--- config.mk ---
export PLATFORM = sky130hd
export DESIGN_NAME = mult_pipe_cs
export DESIGN_NICKNAME = d
export VERILOG_FILES = /design/src/rtl/mult_pkg.sv /design/src/rtl/mult_cs_tree.sv /design/src/rtl/mult_pipe_cs.sv
export SDC_FILE = /design/constraint.sdc
export NUM_CORES = 1
export LEC_CHECK = 0
export CORE_ASPECT_RATIO = 1.4
export CORE_UTILIZATION = 52
export CTS_CLUSTER_SIZE = 30
export DETAILED_ROUTE_END_ITERATION = 8
export GPL_TIMING_DRIVEN = 0
export PLACE_DENSITY = 0.74
export SETUP_SLACK_MARGIN = 0.5
export SLEW_MARGIN = 25
export SYNTH_ARGS = -nofsm -noshare
export SYNTH_HDL_FRONTEND = slang
export SYNTH_HIERARCHICAL = 1
export SYNTH_SLANG_ARGS = --single-unit
--- constraint.sdc ---
create_clock -name clk -period 4.8 [get_ports clk]
set_clock_uncertainty 0.2 [all_clocks]
set_input_delay 0.72 -clock clk [delete_from_list [all_inputs] [get_ports clk]]
set_output_delay 0.72 -clock clk [all_outputs]
set_load 0.05 [all_outputs]
--- src/rtl/mult_pkg.sv ---
`default_nettype none
// ============================================================================
//  Module   : mult_pkg
//  Brief    : Shared width constants and helpers for the carry-save multiplier
//             family (mult_cs_tree, mult_pipe_cs).
//  Revision : 1.0  initial release
// ============================================================================
package mult_pkg;

    // Default operand widths: 13-bit pixel data times 8-bit coefficient.
    localparam int MULT_A_W = 13;
    localparam int MULT_B_W = 8;

    // Full product width for an a_w x b_w multiply.
    function automatic int prod_w(input int a_w, input int b_w);
        return a_w + b_w;
    endfunction

endpackage
`default_nettype wire

--- src/rtl/mult_cs_tree.sv ---
`default_nettype none
// ============================================================================
//  Module   : mult_cs_tree
//  Brief    : Combinational partial-product generator and 3:2 compressor
//             chain. Produces a carry-save pair (s, c) whose modular sum is
//             A*B, unsigned (tc=0) or two's complement (tc=1).
//  Revision : 1.0  initial release
// ============================================================================
module mult_cs_tree
    import mult_pkg::*;
#(
    parameter  int A_W = MULT_A_W,
    parameter  int B_W = MULT_B_W,
    localparam int P_W = prod_w(A_W, B_W)
) (
    input  logic [A_W-1:0] A,
    input  logic [B_W-1:0] B,
    input  logic           tc,
    output logic [P_W-1:0] s,
    output logic [P_W-1:0] c
);

    // One row per bit of B plus one row carrying the +1 of the two's
    // complement negation applied to the MSB row in signed mode.
    localparam int N_ROWS = B_W + 1;

    logic [P_W-1:0] a_ext;
    logic [P_W-1:0] pp [N_ROWS];
    logic [P_W-1:0] acc_s;
    logic [P_W-1:0] acc_c;
    logic [P_W-1:0] sum_t;

    // Partial-product rows with sign-extension correction. In signed mode
    // B's MSB has weight -2^(B_W-1), so that row is negated as ~x + 1; the
    // +1 lives in the extra correction row.
    always_comb begin
        a_ext = {{B_W{tc & A[A_W-1]}}, A};
        for (int j = 0; j < B_W; j++) begin
            if (!B[j]) begin
                pp[j] = '0;
            end else if (tc && (j == B_W - 1)) begin
                pp[j] = ~(a_ext << j);
            end else begin
                pp[j] = a_ext << j;
            end
        end
        pp[B_W] = {{(P_W-1){1'b0}}, tc & B[B_W-1]};
    end

    // Linear chain of 3:2 compressors folding every row into (s, c).
    // Carries out of the top bit are discarded; only the sum mod 2^P_W
    // is meaningful.
    always_comb begin
        acc_s = pp[0];
        acc_c = pp[1];
        sum_t = '0;
        for (int k = 2; k < N_ROWS; k++) begin
            sum_t = acc_s ^ acc_c ^ pp[k];
            acc_c = ((acc_s & acc_c) | (acc_s & pp[k]) | (acc_c & pp[k])) << 1;
            acc_s = sum_t;
        end
        s = acc_s;
        c = acc_c;
    end

endmodule
`default_nettype wire

--- src/rtl/mult_pipe_cs.sv ---
`default_nettype none
// ============================================================================
//  Module   : mult_pipe_cs
//  Brief    : Three-stage pipelined carry-save multiplier with valid/ready
//             handshake. S1 captures operands, S2 registers the compressed
//             carry-save pair, S3 registers the resolved product together
//             with the forwarded pair. Operands presented in cycle n are
//             delivered in cycle n+3 when not stalled.
//  Revision : 1.0  initial release
// ============================================================================
module mult_pipe_cs
    import mult_pkg::*;
#(
    parameter  int A_W = MULT_A_W,
    parameter  int B_W = MULT_B_W,
    localparam int P_W = prod_w(A_W, B_W)
) (
    input  logic           clk,
    input  logic           rst,
    input  logic           in_valid,
    output logic           in_ready,
    input  logic           tc,
    input  logic [A_W-1:0] A,
    input  logic [B_W-1:0] B,
    output logic           out_valid,
    input  logic           out_ready,
    output logic [P_W-1:0] out1,
    output logic [P_W-1:0] out2,
    output logic [P_W-1:0] prod
);

    // Stage 1: captured operands
    logic [A_W-1:0] s1_a_q,   s1_a_d;
    logic [B_W-1:0] s1_b_q,   s1_b_d;
    logic           s1_tc_q,  s1_tc_d;
    logic           s1_vld_q, s1_vld_d;

    // Stage 2: carry-save pair
    logic [P_W-1:0] s2_s_q,   s2_s_d;
    logic [P_W-1:0] s2_c_q,   s2_c_d;
    logic           s2_vld_q, s2_vld_d;

    // Stage 3: resolved product plus forwarded pair
    logic [P_W-1:0] s3_s_q,   s3_s_d;
    logic [P_W-1:0] s3_c_q,   s3_c_d;
    logic [P_W-1:0] s3_p_q,   s3_p_d;
    logic           s3_vld_q, s3_vld_d;

    logic           w_adv;
    logic [P_W-1:0] w_tree_s;
    logic [P_W-1:0] w_tree_c;

    mult_cs_tree #(
        .A_W (A_W),
        .B_W (B_W)
    ) u_tree (
        .A  (s1_a_q),
        .B  (s1_b_q),
        .tc (s1_tc_q),
        .s  (w_tree_s),
        .c  (w_tree_c)
    );

    // Whole pipeline moves together unless a valid result is being held.
    // out_ready reaches in_ready combinationally so a stall is seen upstream
    // in the same cycle.
    always_comb begin
        w_adv    = !s3_vld_q || out_ready;
        in_ready = w_adv;
    end

    // Next-state for all stages: hold by default, shift on advance.
    // Operand registers only load on a real transfer to avoid toggling the
    // compressor tree with bubble data.
    always_comb begin
        s1_a_d   = s1_a_q;
        s1_b_d   = s1_b_q;
        s1_tc_d  = s1_tc_q;
        s1_vld_d = s1_vld_q;
        s2_s_d   = s2_s_q;
        s2_c_d   = s2_c_q;
        s2_vld_d = s2_vld_q;
        s3_s_d   = s3_s_q;
        s3_c_d   = s3_c_q;
        s3_p_d   = s3_p_q;
        s3_vld_d = s3_vld_q;
        if (w_adv) begin
            s1_vld_d = in_valid;
            if (in_valid) begin
                s1_a_d  = A;
                s1_b_d  = B;
                s1_tc_d = tc;
            end
            s2_s_d   = w_tree_s;
            s2_c_d   = w_tree_c;
            s2_vld_d = s1_vld_q;
            s3_s_d   = s2_s_q;
            s3_c_d   = s2_c_q;
            s3_p_d   = s2_s_q + s2_c_q;
            s3_vld_d = s2_vld_q;
        end
    end

    // Pipeline registers; reset discards everything in flight, including
    // an operand pair offered in the reset cycle.
    always_ff @(posedge clk) begin
        if (rst) begin
            s1_a_q   <= '0;
            s1_b_q   <= '0;
            s1_tc_q  <= 1'b0;
            s1_vld_q <= 1'b0;
            s2_s_q   <= '0;
            s2_c_q   <= '0;
            s2_vld_q <= 1'b0;
            s3_s_q   <= '0;
            s3_c_q   <= '0;
            s3_p_q   <= '0;
            s3_vld_q <= 1'b0;
        end else begin
            s1_a_q   <= s1_a_d;
            s1_b_q   <= s1_b_d;
            s1_tc_q  <= s1_tc_d;
            s1_vld_q <= s1_vld_d;
            s2_s_q   <= s2_s_d;
            s2_c_q   <= s2_c_d;
            s2_vld_q <= s2_vld_d;
            s3_s_q   <= s3_s_d;
            s3_c_q   <= s3_c_d;
            s3_p_q   <= s3_p_d;
            s3_vld_q <= s3_vld_d;
        end
    end

    // Outputs come straight from stage-3 flops.
    always_comb begin
        out_valid = s3_vld_q;
        out1      = s3_s_q;
        out2      = s3_c_q;
        prod      = s3_p_q;
    end

endmodule
`default_nettype wire

==> metrics, run 1 <==
port bufs=90; number of CTS-inserted buffers=17; Layout Cells excl Fill=1371; initial antenna violation count=0; CTS tree=done; Max Cap Violations=0; crit path from=s1_a_q[12]; Setup Crit Path Kind=flop to flop; PwrDens=279 nW/um^2; DR vias=7215; synth top area cells=dfxtp_1, fa_1, nand2_1; hold wc startpoint=out2[15]; Critical Path End Type=flop; Seq cells post-synth=130; top cell type by total area after synthesis=dfxtp_1; top-area cell type share of the netlist area=30.4%; Syn Inst Count=1038; fin nets=1321; Crit Path Max Fanout=6; number of cells after detailed placement=1327; worst flop-to-flop path startpoint=s1_a_q[12]; Hold Slack=0.245 ns; root buffer cell=clkbuf_16; setup slack, reg-to-reg=0.14 ns; DR WL/cell=16.0 um; Mapped Nets=1200; Antenna Nets Post-Route=0; run status=finished clean; Pre-Repair DR Iteration Count=5; vias per cell=5.26; GR Util All Layers=26.7%; Peak supply drop=268 uV; post-detailed-placement half-perimeter wirelength=17000 um; CP required=4.89 ns; most common cell in the synthesized netlist=nand2_1; Slew HR=53.8%; vias in the first global route=7262; GRT Residual Overflow=0; CP Data Arrival Time=4.75 ns; Fin. Hold Viols=0; first-pass GRT wire length=35600 um; Die Area=17000 um^2; post-layout min period=4.66 ns; path type of the worst min-delay path=flop to flop; RSZ-0062 raised after global routing=true; number of diodes=0; Initial DRC Count=317; slew of the pin with the lowest slew margin=0.693 ns; die width=111 um; largest net degree at the start of global routing=17; Mean Syn Cell Area=8.26 um^2; final critical-path share of the clock period=97.0%; WL final=22000 um; CP Launch Type=flop; H-tree depth=4; number of distinct library cells after synthesis=55; row cnt=55; Post-synth ARST share=0%; Max Fclk=215 MHz; Clock transition at path regs=0.06 ns; Synth Flop Type=dfxtp_1; synth warn=6; Static Leakage=4.44 nW; fin. max-slew vios=0; Residual DRC=0; mapped cell area=8570 um^2; routability cong.=0.918; initial core utilization=53.0%; clock sink count=130; top post-synthesis cells by count=nand2_1, a21oi_1, dfxtp_1; Fin Setup TNS=0 ns; die height=154 um; CTS Buffer Depth=2; number of synthesized flops with an enable pin=0; io pins=91; Syn-to-layout area delta=27.0%; share of layout cells above drive strength 1=14.0%; core area=16200 um^2; clock latency at the later pin of the worst-skew pair=0.43 ns; sequential share of the synthesized area=30.4%; Final setup viols=0
==> final timing paths <==
kind / end / depth (start not counted)
setup / recovery: s2_s_q[18] / 15
setup reg to reg: s2_s_q[18] / 15
hold reg to reg: out2[15] / 2
hold / removal: out2[15] / 2
==> worst max-delay path: stages, from the launching register on <==
cell     delay (ns)
dfxtp_4        0.35
ha_4           0.18
and2_4         0.16
fa_1           0.55
inv_2          0.05
fa_1           0.52
inv_1          0.06
fa_1           0.52
fa_1           0.47
fa_1           0.50
inv_1          0.05
fa_1           0.47
inv_1          0.04
ha_1           0.27
nand2_1        0.07
a21oi_2        0.06
==> state kept, by name, summed over array words and instances (netlist names), 8 cells and up <==
name / flops
s1_b_q: 8
out1: 21
s1_a_q: 13
s2_s_q: 21
s2_c_q: 21
out2: 21
prod: 21
==> per-stage QoR <==
stage	instance area (um^2)	utilization [%]	setup slack, ns	power, mW
6_report	10900	67.3	0.142	3.04
5_1_grt	10900	67.3	0.0114	3.15
4_1_cts	10700	65.9	0.152	3.03
3_5_place_dp	9790	60.6	0.0202	1.56
3_3_place_gp	9790	60.6	0.0734	1.56
2_1_floorplan	8640	-	0.204	1.43
==> cells by family (layout without fill, tap and decap cells) <==
logic type               after synthesis  in the layout  share of synthesized area [%]
flip-flops                           130            130                           30.4
XOR/XNOR                              28             28                           3.20
buffers and inverters                156            290                           7.47
multiplexers                           2              2                          0.234
other                                  1              1                         0.0438
AO/OA/AOI/OAI                        182            182                           12.0
adder cells (fa/ha/maj)              136            136                           27.3
AND/OR/NAND/NOR                      403            403                           19.4
==> metal layers <==
layer  vias to the layer above  GRT usage [%]  part of all wire, %
met5                         -              0                    0
met4                         0           13.8                  4.4
met3                        60           4.18                  3.1
met2                       161           50.3                   54
met1                      3464           28.4                   39
li1                       3530              -                    -
==> cells in the final DEF, fill, tap and decap left out, types with 9 or more instances in the layout <==
cell,instances
inv_1,77
clkbuf_1,33
a21oi_2,13
buf_1,9
and2_1,25
nor2_1,11
fa_2,14
fa_1,71
a21o_1,9
ha_4,9
nand2_2,17
clkdlybuf4s50_1,90
ha_1,39
nand2_1,308
xor2_1,17
dfxtp_1,124
o21ai_0,9
inv_2,13
a21oi_1,123
buf_4,13
clkbuf_16,17
==> layout make-up <==
cell class | count | area [um^2]
Clock inverter | 15 | 229
Tap cell | 199 | 249
Fill cell | 1342 | 5290
Clock buffer | 17 | 425
Multi-Input combinational cell | 752 | 5640
Timing Repair Buffer | 102 | 1020
Sequential cell | 130 | 2620
Buffer | 66 | 354
Inverter | 90 | 338
==> repair_timing <==
item,CTS,global route
pin swaps,28,17
endpoints found under the setup margin,29,30
hold buffers,0,0
buffers inserted,8,2
gates resized for setup,44,64
gates cloned,2,0
==> report_power, final <==
part	switching (mW)	total, mW	leakage (nW)	internal, mW
Clock	0.526	1.45	0.315	0.928
Sequential	0.0383	1.16	1.06	1.12
Combinational	0.263	0.431	3.06	0.168
(Power assumes the default switching activity.)
==> run 2: changes to the inputs <==
--- a/config.mk
+++ b/config.mk
@@ -6,11 +6,12 @@
 export NUM_CORES = 1
 export LEC_CHECK = 0
 export CORE_ASPECT_RATIO = 1.4
-export CORE_UTILIZATION = 52
+export CORE_UTILIZATION = 59
 export CTS_CLUSTER_SIZE = 30
 export DETAILED_ROUTE_END_ITERATION = 8
+export DONT_BUFFER_PORTS = 1
 export GPL_TIMING_DRIVEN = 0
-export PLACE_DENSITY = 0.74
+export PLACE_DENSITY = 0.75
 export SETUP_SLACK_MARGIN = 0.5
 export SLEW_MARGIN = 25
 export SYNTH_ARGS = -nofsm -noshare
==> metrics, run 2 (synthesized netlist as in run 1, its figures left out) <==
Max Fclk=210 MHz; combinational cell fraction of total power=11.2%; final worst slack=0.0406 ns; PwrDens=297 nW/um^2; GR Util All Layers=29.6%; Residual DRC=0; WL final=21800 um; Die Area=15000 um^2; fin nets=1240; Peak supply drop=206 uV; DR vias=7024; worst flop-to-flop path startpoint=s1_a_q[12]; depth of the worst register-to-register path=15; Pre-Repair DR Iteration Count=5; clock power share=48.4%; CP Data Arrival Time=4.84 ns; Hold Crit Depth=2; share of layout cells above drive strength 1=16.1%; port bufs=0; CP Launch Type=flop; clock latency at the later pin of the worst-skew pair=0.42 ns; Fin Setup TNS=0 ns; met1 Resource Use GR=31.0%; H-tree depth=4; die height=145 um; post-layout min period=4.76 ns; CTS Buffer Depth=2; Fin. Hold Viols=0; leading cell type in the layout, fill and taps excluded=nand2_1; hold path endpoint=s1_b_q[2]; DR WL/cell=17.1 um; Initial DRC Count=318; first-pass GRT wire length=34700 um; initial core utilization=61.1%; setup slack, reg-to-reg=0.04 ns; sequential share of power=40.4%; Sw Share=27.3%; initial antenna violation count=0; reg2reg end=s2_s_q[18]; Max Cap Violations=0; most frequent CP cell=fa_1; largest net degree at the start of global routing=17; Setup Crit Path Kind=flop to flop; Final setup viols=0; Syn-to-layout area delta=17.5%; Clock transition at path regs=0.06 ns; core area=14000 um^2; CTS Hold Buffers Added=0; CP max-delay cell=fa_1; number of diodes=0; Crit Path Max Fanout=4; grt met3 use=5.99%; vias in the first global route=7239; RSZ-0062 raised after global routing=true; Internal=2.18 mW; clock sink count=130; GRT Residual Overflow=0; Slew HR=49.3%; vias per cell=5.51; row cnt=51; crit path cell chain=ha_4 > and2_4 > fa_1 > inv_2 > fa_1 > inv_1 > fa_1 > fa_1 > fa_1 > inv_2 > fa_1 > inv_1 > ha_1 > nand2_1 > a21oi_2; total power=2.99 mW; NetSw=0.818 mW; io pins=91; number of CTS-inserted buffers=17; final critical-path share of the clock period=99.2%; fin. max-slew vios=0; DP Worst Slack=0.0123 ns; delay-heaviest family, CP=adder cells; Most Crowded Layer GR=met2; Critical Path Max Stage Delay=0.56 ns; Worst Path Buf+Inv=4; hold wc startpoint=B[2]; routability cong.=0.986; run status=finished clean; most frequent cells in the layout=nand2_1, dfxtp_1, a21oi_1; met2 Track Usage GR=56.0%; Static Leakage=4.22 nW; post-detailed-placement half-perimeter wirelength=16100 um; CTS tree=done; Critical Path End Type=flop; Antenna Nets Post-Route=0; slew of the pin with the lowest slew margin=0.756 ns; path type of the worst min-delay path=input port to flop; root buffer cell=clkbuf_16; die width=104 um; CP required=4.88 ns
==> run 2: cell types whose count changed in the layout (fill, tap and decap cells not counted), sizes merged <==
cell,change
clkbuf,-2
clkinv,+1
clkinvlp,-2
buf,+11
clkdlybuf4s50,-90
==> run 2: cell type report <==
cell class	count	area, um^2
clock inverters	14	225
inverters	90	338
well taps	185	231
repair buffers	21	221
fillers	1063	3970
flip-flops and latches	130	2620
multi-input cells	752	5650
clock buffers	17	425
plain buffers	66	360
==> run 2: worst reg2reg max path: stages, from the launching register on <==
cell     delay [ns]
dfxtp_4        0.35
ha_4           0.17
and2_4         0.16
fa_1           0.56
inv_2          0.05
fa_1           0.50
inv_1          0.06
fa_1           0.51
fa_1           0.48
fa_1           0.56
inv_2          0.05
fa_1           0.53
inv_1          0.07
ha_1           0.27
nand2_1        0.07
a21oi_2        0.06
==> run 2: through the flow <==
stage / hold WS (ns) / cell area, um^2 / util, % / std cells
floorplan: 0.232 / 8640 / - / 1038
global placement: 0.240 / 8870 / 63.2 / 1223
detailed placement: 0.244 / 8870 / 63.2 / 1223
CTS: 0.219 / 9840 / 70.1 / 1271
global route: 0.223 / 10100 / 71.7 / 1275
finish: 0.224 / 10100 / 71.7 / 1275
==> run 2: repair_timing <==
item,4_1_cts,5_1_grt
gates resized for setup,56,58
cloned,1,0
buffers inserted,16,4
endpoints found under the setup margin,29,30
pin swaps,40,26
==> run 2: worst max path at each step <==
stage	from	to	slack, ns	depth (start not counted)
CTS	s1_a_q[12]	s2_s_q[18]	0.12	15
finish	s1_a_q[12]	s2_s_q[18]	0.04	15
floorplan	s1_a_q[12]	s2_s_q[19]	0.20	13
detailed placement	s1_a_q[12]	s2_s_q[20]	0.01	14
global placement	s1_a_q[12]	s2_s_q[19]	0.06	13
global route	s1_a_q[12]	s2_s_q[16]	-0.07	16
==> run 2: power groups by stage <==
| stage | Combinational, mW | Clock [mW] | Sequential [mW] |
|---|---|---|---|
| 6_report | 0.335 | 1.45 | 1.21 |
| 5_1_grt | 0.374 | 1.50 | 1.21 |
| 4_1_cts | 0.308 | 1.45 | 1.21 |
| 3_5_place_dp | 0.280 | 0 | 1.23 |
| 3_3_place_gp | 0.274 | 0 | 1.23 |
| 2_1_floorplan | 0.217 | 0 | 1.22 |
==> run 2: layer usage <==
layer / vias up / wire (um) / share of wire [%]
li1: 3378 / - / -
met1: 3361 / 8290 / 38
met2: 211 / 11600 / 53
met3: 74 / 942 / 4.3
met4: 0 / 991 / 4.5
met5: - / 0 / 0
